===== config.mk =====
export PLATFORM = sky130hd
export DESIGN_NAME = muldiv_sequencer_flat
export DESIGN_NICKNAME = d
export VERILOG_FILES = /design/src/rtl/muldiv_sequencer_if.sv /design/src/rtl/muldiv_sequencer.sv /design/src/flat_wrapper.sv
export SDC_FILE = /design/constraint.sdc
export NUM_CORES = 1
export LEC_CHECK = 0
export CORE_MARGIN = 5
export CORE_UTILIZATION = 49
export CTS_CLUSTER_DIAMETER = 60
export DETAILED_ROUTE_END_ITERATION = 10
export PLACE_DENSITY = 0.76
export SYNTH_ARGS = -nofsm -noshare
export SYNTH_HDL_FRONTEND = slang
export SYNTH_SLANG_ARGS = --single-unit

===== constraint.sdc =====
create_clock -name clock -period 2.2 [get_ports clock]
set_input_delay 0.66 -clock clock [delete_from_list [all_inputs] [get_ports clock]]
set_output_delay 0.66 -clock clock [all_outputs]
set_load 0.03 [all_outputs]

===== src/rtl/muldiv_sequencer_if.sv =====
// Handshake bundle between the main control FSM, the Mult/Div units and the sequencer.
// The sequencer takes the slave side; the controller/units (or a bench) take the master side.
interface muldiv_sequencer_if;
    logic start;
    logic op;
    logic abort;
    logic mult_done;
    logic div_done;
    logic div_zero;
    logic mult_start;
    logic div_start;
    logic hilo_sel;
    logic write_hi;
    logic write_lo;
    logic busy;
    logic done;
    logic div0_exc;
    logic timeout_err;

    modport slave (
        input  start, op, abort, mult_done, div_done, div_zero,
        output mult_start, div_start, hilo_sel, write_hi, write_lo,
               busy, done, div0_exc, timeout_err
    );

    modport master (
        output start, op, abort, mult_done, div_done, div_zero,
        input  mult_start, div_start, hilo_sel, write_hi, write_lo,
               busy, done, div0_exc, timeout_err
    );
endinterface


===== src/rtl/muldiv_sequencer.sv =====
// Launches one Mult or Div operation at a time, waits for its done and writes HI/LO.
// Every output is a flop computed from the next state, so outputs line up with the state.
module muldiv_sequencer #(
    parameter int CNT_W   = 6,
    parameter int TIMEOUT = 40
) (
    input  logic             clock,
    input  logic             reset,
    muldiv_sequencer_if.slave bus
);

    typedef enum logic [2:0] {
        S_IDLE,
        S_LAUNCH,
        S_WAIT,
        S_WB,
        S_DONE,
        S_EXC,
        S_TOUT
    } state_e;

    localparam logic [CNT_W-1:0] CNT_LAST = CNT_W'(TIMEOUT - 1);

    state_e           state_q, state_d;
    logic             op_q, op_d;
    logic [CNT_W-1:0] cnt_q, cnt_d;

    logic mult_start_q, mult_start_d;
    logic div_start_q,  div_start_d;
    logic hilo_sel_q,   hilo_sel_d;
    logic write_q,      write_d;
    logic busy_q,       busy_d;
    logic done_q,       done_d;
    logic div0_exc_q,   div0_exc_d;
    logic tout_q,       tout_d;

    logic unit_done;

    // Only the unit that was launched can complete the operation.
    assign unit_done = op_q ? bus.div_done : bus.mult_done;

    always_comb begin
        state_d = state_q;
        op_d    = op_q;
        cnt_d   = cnt_q;
        case (state_q)
            S_IDLE: begin
                if (bus.start) begin
                    op_d    = bus.op;
                    state_d = S_LAUNCH;
                end
            end
            S_LAUNCH: begin
                cnt_d   = '0;
                state_d = bus.abort ? S_IDLE : S_WAIT;
            end
            S_WAIT: begin
                cnt_d = cnt_q + 1'b1;
                if (bus.abort)
                    state_d = S_IDLE;
                else if (op_q && bus.div_zero)
                    state_d = S_EXC;
                else if (unit_done)
                    state_d = S_WB;
                else if (cnt_q == CNT_LAST)
                    state_d = S_TOUT;
            end
            S_WB:    state_d = bus.abort ? S_IDLE : S_DONE;
            S_DONE:  state_d = S_IDLE;
            S_EXC:   state_d = S_IDLE;
            S_TOUT:  state_d = S_IDLE;
            default: state_d = S_IDLE;
        endcase
    end

    always_comb begin
        mult_start_d = (state_d == S_LAUNCH) && !op_d;
        div_start_d  = (state_d == S_LAUNCH) &&  op_d;
        write_d      = (state_d == S_WB);
        busy_d       = (state_d != S_IDLE);
        done_d       = (state_d == S_DONE);
        div0_exc_d   = (state_d == S_EXC);
        tout_d       = (state_d == S_TOUT);
        // The mux select is sticky; it only moves when a write is actually issued.
        hilo_sel_d   = (state_d == S_WB) ? ~op_q : hilo_sel_q;
    end

    always_ff @(posedge clock or posedge reset) begin
        if (reset) begin
            state_q      <= S_IDLE;
            op_q         <= 1'b0;
            cnt_q        <= '0;
            mult_start_q <= 1'b0;
            div_start_q  <= 1'b0;
            hilo_sel_q   <= 1'b0;
            write_q      <= 1'b0;
            busy_q       <= 1'b0;
            done_q       <= 1'b0;
            div0_exc_q   <= 1'b0;
            tout_q       <= 1'b0;
        end else begin
            state_q      <= state_d;
            op_q         <= op_d;
            cnt_q        <= cnt_d;
            mult_start_q <= mult_start_d;
            div_start_q  <= div_start_d;
            hilo_sel_q   <= hilo_sel_d;
            write_q      <= write_d;
            busy_q       <= busy_d;
            done_q       <= done_d;
            div0_exc_q   <= div0_exc_d;
            tout_q       <= tout_d;
        end
    end

    assign bus.mult_start  = mult_start_q;
    assign bus.div_start   = div_start_q;
    assign bus.hilo_sel    = hilo_sel_q;
    assign bus.write_hi    = write_q;
    assign bus.write_lo    = write_q;
    assign bus.busy        = busy_q;
    assign bus.done        = done_q;
    assign bus.div0_exc    = div0_exc_q;
    assign bus.timeout_err = tout_q;

endmodule


===== src/flat_wrapper.sv =====
// flat-port wrapper written by rule: the top's interface ports become plain ports
module muldiv_sequencer_flat 
#(
    parameter int CNT_W   = 6,
    parameter int TIMEOUT = 40
)
  (clock, reset, bus_start, bus_op, bus_abort, bus_mult_done, bus_div_done, bus_div_zero, bus_mult_start, bus_div_start, bus_hilo_sel, bus_write_hi, bus_write_lo, bus_busy, bus_done, bus_div0_exc, bus_timeout_err);
  muldiv_sequencer_if bus_i ();
  input  logic clock;
  input  logic reset;
  input wire logic [$bits(bus_i.start)-1:0] bus_start;
  input wire logic [$bits(bus_i.op)-1:0] bus_op;
  input wire logic [$bits(bus_i.abort)-1:0] bus_abort;
  input wire logic [$bits(bus_i.mult_done)-1:0] bus_mult_done;
  input wire logic [$bits(bus_i.div_done)-1:0] bus_div_done;
  input wire logic [$bits(bus_i.div_zero)-1:0] bus_div_zero;
  output wire logic [$bits(bus_i.mult_start)-1:0] bus_mult_start;
  output wire logic [$bits(bus_i.div_start)-1:0] bus_div_start;
  output wire logic [$bits(bus_i.hilo_sel)-1:0] bus_hilo_sel;
  output wire logic [$bits(bus_i.write_hi)-1:0] bus_write_hi;
  output wire logic [$bits(bus_i.write_lo)-1:0] bus_write_lo;
  output wire logic [$bits(bus_i.busy)-1:0] bus_busy;
  output wire logic [$bits(bus_i.done)-1:0] bus_done;
  output wire logic [$bits(bus_i.div0_exc)-1:0] bus_div0_exc;
  output wire logic [$bits(bus_i.timeout_err)-1:0] bus_timeout_err;
  assign bus_i.start = bus_start;
  assign bus_i.op = bus_op;
  assign bus_i.abort = bus_abort;
  assign bus_i.mult_done = bus_mult_done;
  assign bus_i.div_done = bus_div_done;
  assign bus_i.div_zero = bus_div_zero;
  assign bus_mult_start = bus_i.mult_start;
  assign bus_div_start = bus_i.div_start;
  assign bus_hilo_sel = bus_i.hilo_sel;
  assign bus_write_hi = bus_i.write_hi;
  assign bus_write_lo = bus_i.write_lo;
  assign bus_busy = bus_i.busy;
  assign bus_done = bus_i.done;
  assign bus_div0_exc = bus_i.div0_exc;
  assign bus_timeout_err = bus_i.timeout_err;
  muldiv_sequencer #(.CNT_W(CNT_W), .TIMEOUT(TIMEOUT)) u_core (.clock(clock), .reset(reset), .bus(bus_i));
endmodule

==> results of run 1 <==
==> worst max-delay path by stage <==
stage | from | end | slack [ns]
finish | bus_abort | u_core.bus.hilo_sel$_DFFE_PP0N_ | 0.18
detailed placement | bus_abort | u_core.bus.hilo_sel$_DFFE_PP0N_ | -0.14
global placement | bus_abort | u_core.bus.hilo_sel$_DFFE_PP0N_ | -0.12
global route | u_core.bus.write_hi$_DFF_PP0_ | bus_write_hi | 0.12
CTS | u_core.bus.hilo_sel$_DFFE_PP0N_ | bus_hilo_sel | 0.17
floorplan | bus_abort | u_core.bus.hilo_sel$_DFFE_PP0N_ | 0.32
==> worst max-delay path, delay by kind of cell <==
kind                   cells  cell delay [ns]
AO/OA/AOI/OAI              3             0.71
buffers and inverters      1             0.43
AND/OR/NAND/NOR            1             0.41
==> layout by cell type (no fill, tap or decap), drive strengths merged, types with 3 or more instances in the layout <==
| master | n |
|---|---|
| a22oi | 3 |
| o21ai | 7 |
| dfrtp | 18 |
| a21oi | 6 |
| nor2 | 11 |
| nand2 | 5 |
| clkdlybuf4s50 | 16 |
| clkbuf | 4 |
| inv | 7 |
| buf | 6 |
==> state kept, by name, summed over array words and instances, names as in the netlist <==
name,flops
u_core.bus.done,1
u_core.bus.hilo_sel,1
u_core.bus.mult_start,1
u_core.op_q,1
u_core.bus.timeout_err,1
u_core.bus.busy,1
u_core.bus.div0_exc,1
u_core.bus.write_hi,1
u_core.cnt_q,6
u_core.state_q,3
u_core.bus.div_start,1
==> power by group <==
part / switching, mW / total (mW) / internal (mW)
clock network: 0.109 / 0.210 / 0.101
registers: 0.0805 / 0.489 / 0.408
logic: 0.312 / 0.556 / 0.244
==> cell type report <==
cell class	instances	share of cell area (%)
Clock buffer	4	3.237
Tap cell	25	2.790
Timing Repair Buffer	22	18.30
Multi-Input combinational cell	58	32.81
Inverter	8	2.679
Sequential cell	18	40.18
==> per-stage QoR <==
stage	cells	power [mW]	hold WS, ns	TNS, ns
floorplan	88	0.8639	0.4873	0
global placement	131	1.033	0.4833	-0.4395
detailed placement	131	1.052	0.4993	-0.5511
CTS	135	1.264	0.5236	0
global route	135	1.343	0.5410	0
finish	135	1.254	0.5177	0
==> routing by layer <==
layer,vias up,share of wire [%],GRT usage [%]
met2,20,51,29.50
met1,375,41,19.53
li1,355,-,-
met5,-,0,0
met4,0,1.4,8.511
met3,4,6.0,5.413
==> cells by family after synthesis <==
group | after synthesis | synth area share, %
compound gates | 26 | 21.17
fa+ha+maj | 1 | 1.430
buf+inv | 12 | 6.438
flops | 18 | 51.50
mux | 1 | 1.145
simple gates | 30 | 18.31
==> flow_summary.json, run 1 <==
{
  "status": "complete, no violations",
  "cts-hold-fix-buffers": 0,
  "syn-num-nets": 97,
  "dpl_cell_area_mm2": 0.001085,
  "start_util_pct": 51.21,
  "drv_slew": 0,
  "grt_pass1_vias": 757,
  "synth_top_area_share_pct": 51.50,
  "finClkSkew_ns": 0.008106,
  "grt-ovfl-total": 0,
  "powerDensity_mw_per_mm2": 1119,
  "yosys_most_used_dff": "dfrtp_1",
  "synth_top_cells_by_count": "18 x dfrtp_1, 11 x nor2_1, 7 x inv_1",
  "grt_pass1_wl_um": 3408,
  "drv_cap": 0,
  "min_period_ns": 2.025,
  "critPathSlowestCell": "o41a_4",
  "synth_area_leaders": "dfrtp_1 52%, nor2_1 4.7%, a21oi_1 3.4%, o21ai_0 3.4%, inv_1 3.0%",
  "max_freq_mhz": 493.8,
  "finalSetupViolations": 0,
  "rows": 15,
  "num_vias": 754,
  "clockBufferDepth": 2,
  "htreeDepth": 1,
  "setup_ws_ns": 0.1750,
  "worstHoldStart": "u_core.bus.hilo_sel$_DFFE_PP0N_",
  "final_nets": 120,
  "synth.distinct_cells": 33,
  "dieArea_mm2": 0.002730,
  "min_period_over_period_pct": 92.05,
  "synth_area_per_cell_um2": 9.939,
  "min_path_type": "flop to flop",
  "antenna_found_initial": 0,
  "wl_um": 1951,
  "required_ns": 2.37,
  "avgViaCountPerCell": 5.585,
  "post_cts_buffers": 0,
  "coreArea_mm2": 0.001708,
  "stdcell_area_mm2": 0.001121,
  "hold_viol_final": 0,
  "min_to": "u_core.bus.hilo_sel$_DFFE_PP0N_",
  "syn_inst": 88,
  "grt_max_degree": 19,
  "path_clk_slew_ns": 0.10,
  "ctsRootBufferMaster": "clkbuf_4",
  "synth_edf_count": 0,
  "slowest_delay_ns": 0.50,
  "yosysWarningCount": 0,
  "regArea_um2": 450.4,
  "cp_max_fo": 4,
  "numPortBuffers": 16,
  "leakagePower_nw": 0.5119,
  "multi_input_area_um2": 367.9,
  "reg2reg_depth": 4,
  "arrival_ns": 2.20,
  "cp_cell_sequence": "clkdlybuf4s50_1, or3b_4, o41a_4, o21ai_2, o31ai_2",
  "synth_most_common_cell": "dfrtp_1",
  "final_util_pct": 65.64,
  "drt-initial-drc-count": 16,
  "num-fill-cells": 150,
  "ant_nets": 0,
  "start_kind": "primary input",
  "die_y_um": 52.25,
  "n_antenna_cell": 0,
  "tritoncts": "done",
  "pin_count": 17,
  "worstMarginPinSlew_ns": 0.5355,
  "worst-r2r-setup-slack_ns": 0.41,
  "ctsResizeCount": 0,
  "area_growth_pct": 28.18,
  "r2r-end": "u_core.bus.hilo_sel$_DFFE_PP0N_",
  "wire_per_inst_um": 14.45,
  "critical_path_class": "primary input to flop",
  "r2r-start": "u_core.state_q[2]$_DFF_PP0_",
  "pre_cts_ws_ns": -0.1433,
  "dp_hpwl_um": 1387,
  "grtUsageTotal_pct": 17.35,
  "gp_congestion": 0.8171,
  "numCtsBuffers": 3,
  "clkLatencyLatePin_ns": 0.30,
  "drtPass1Iterations": 4,
  "cts_num_sinks": 18,
  "synth-seq-area-share_pct": 51.50,
  "ys_seq_elements": 18,
  "async_flop_share_pct": 100.0,
  "rsz0062_at_grt": "false",
  "slew_headroom_pct": 64.30,
  "post-route-drc-count": 0,
  "endpoint_kind": "flop",
  "die_x_um": 52.25,
  "irDropWorstVdd_mv": 0.7300,
  "hold_path_depth": 2,
  "synth.cell_area_um2": 874.6,
  "drive_gt1_share_pct": 13.64,
  "yosysTopAreaCell": "dfrtp_1"
}
Power figures use the tool's default switching activity.
==> run 2, diff against run 1 <==
--- a/config.mk
+++ b/config.mk
@@ -8,6 +8,7 @@
 export CORE_MARGIN = 5
 export CORE_UTILIZATION = 49
 export CTS_CLUSTER_DIAMETER = 60
+export CTS_CLUSTER_SIZE = 28
 export DETAILED_ROUTE_END_ITERATION = 10
 export PLACE_DENSITY = 0.76
 export SYNTH_ARGS = -nofsm -noshare
==> results of run 2 <==
No change in the layout: final DEF, timing and power equal those of run 1.
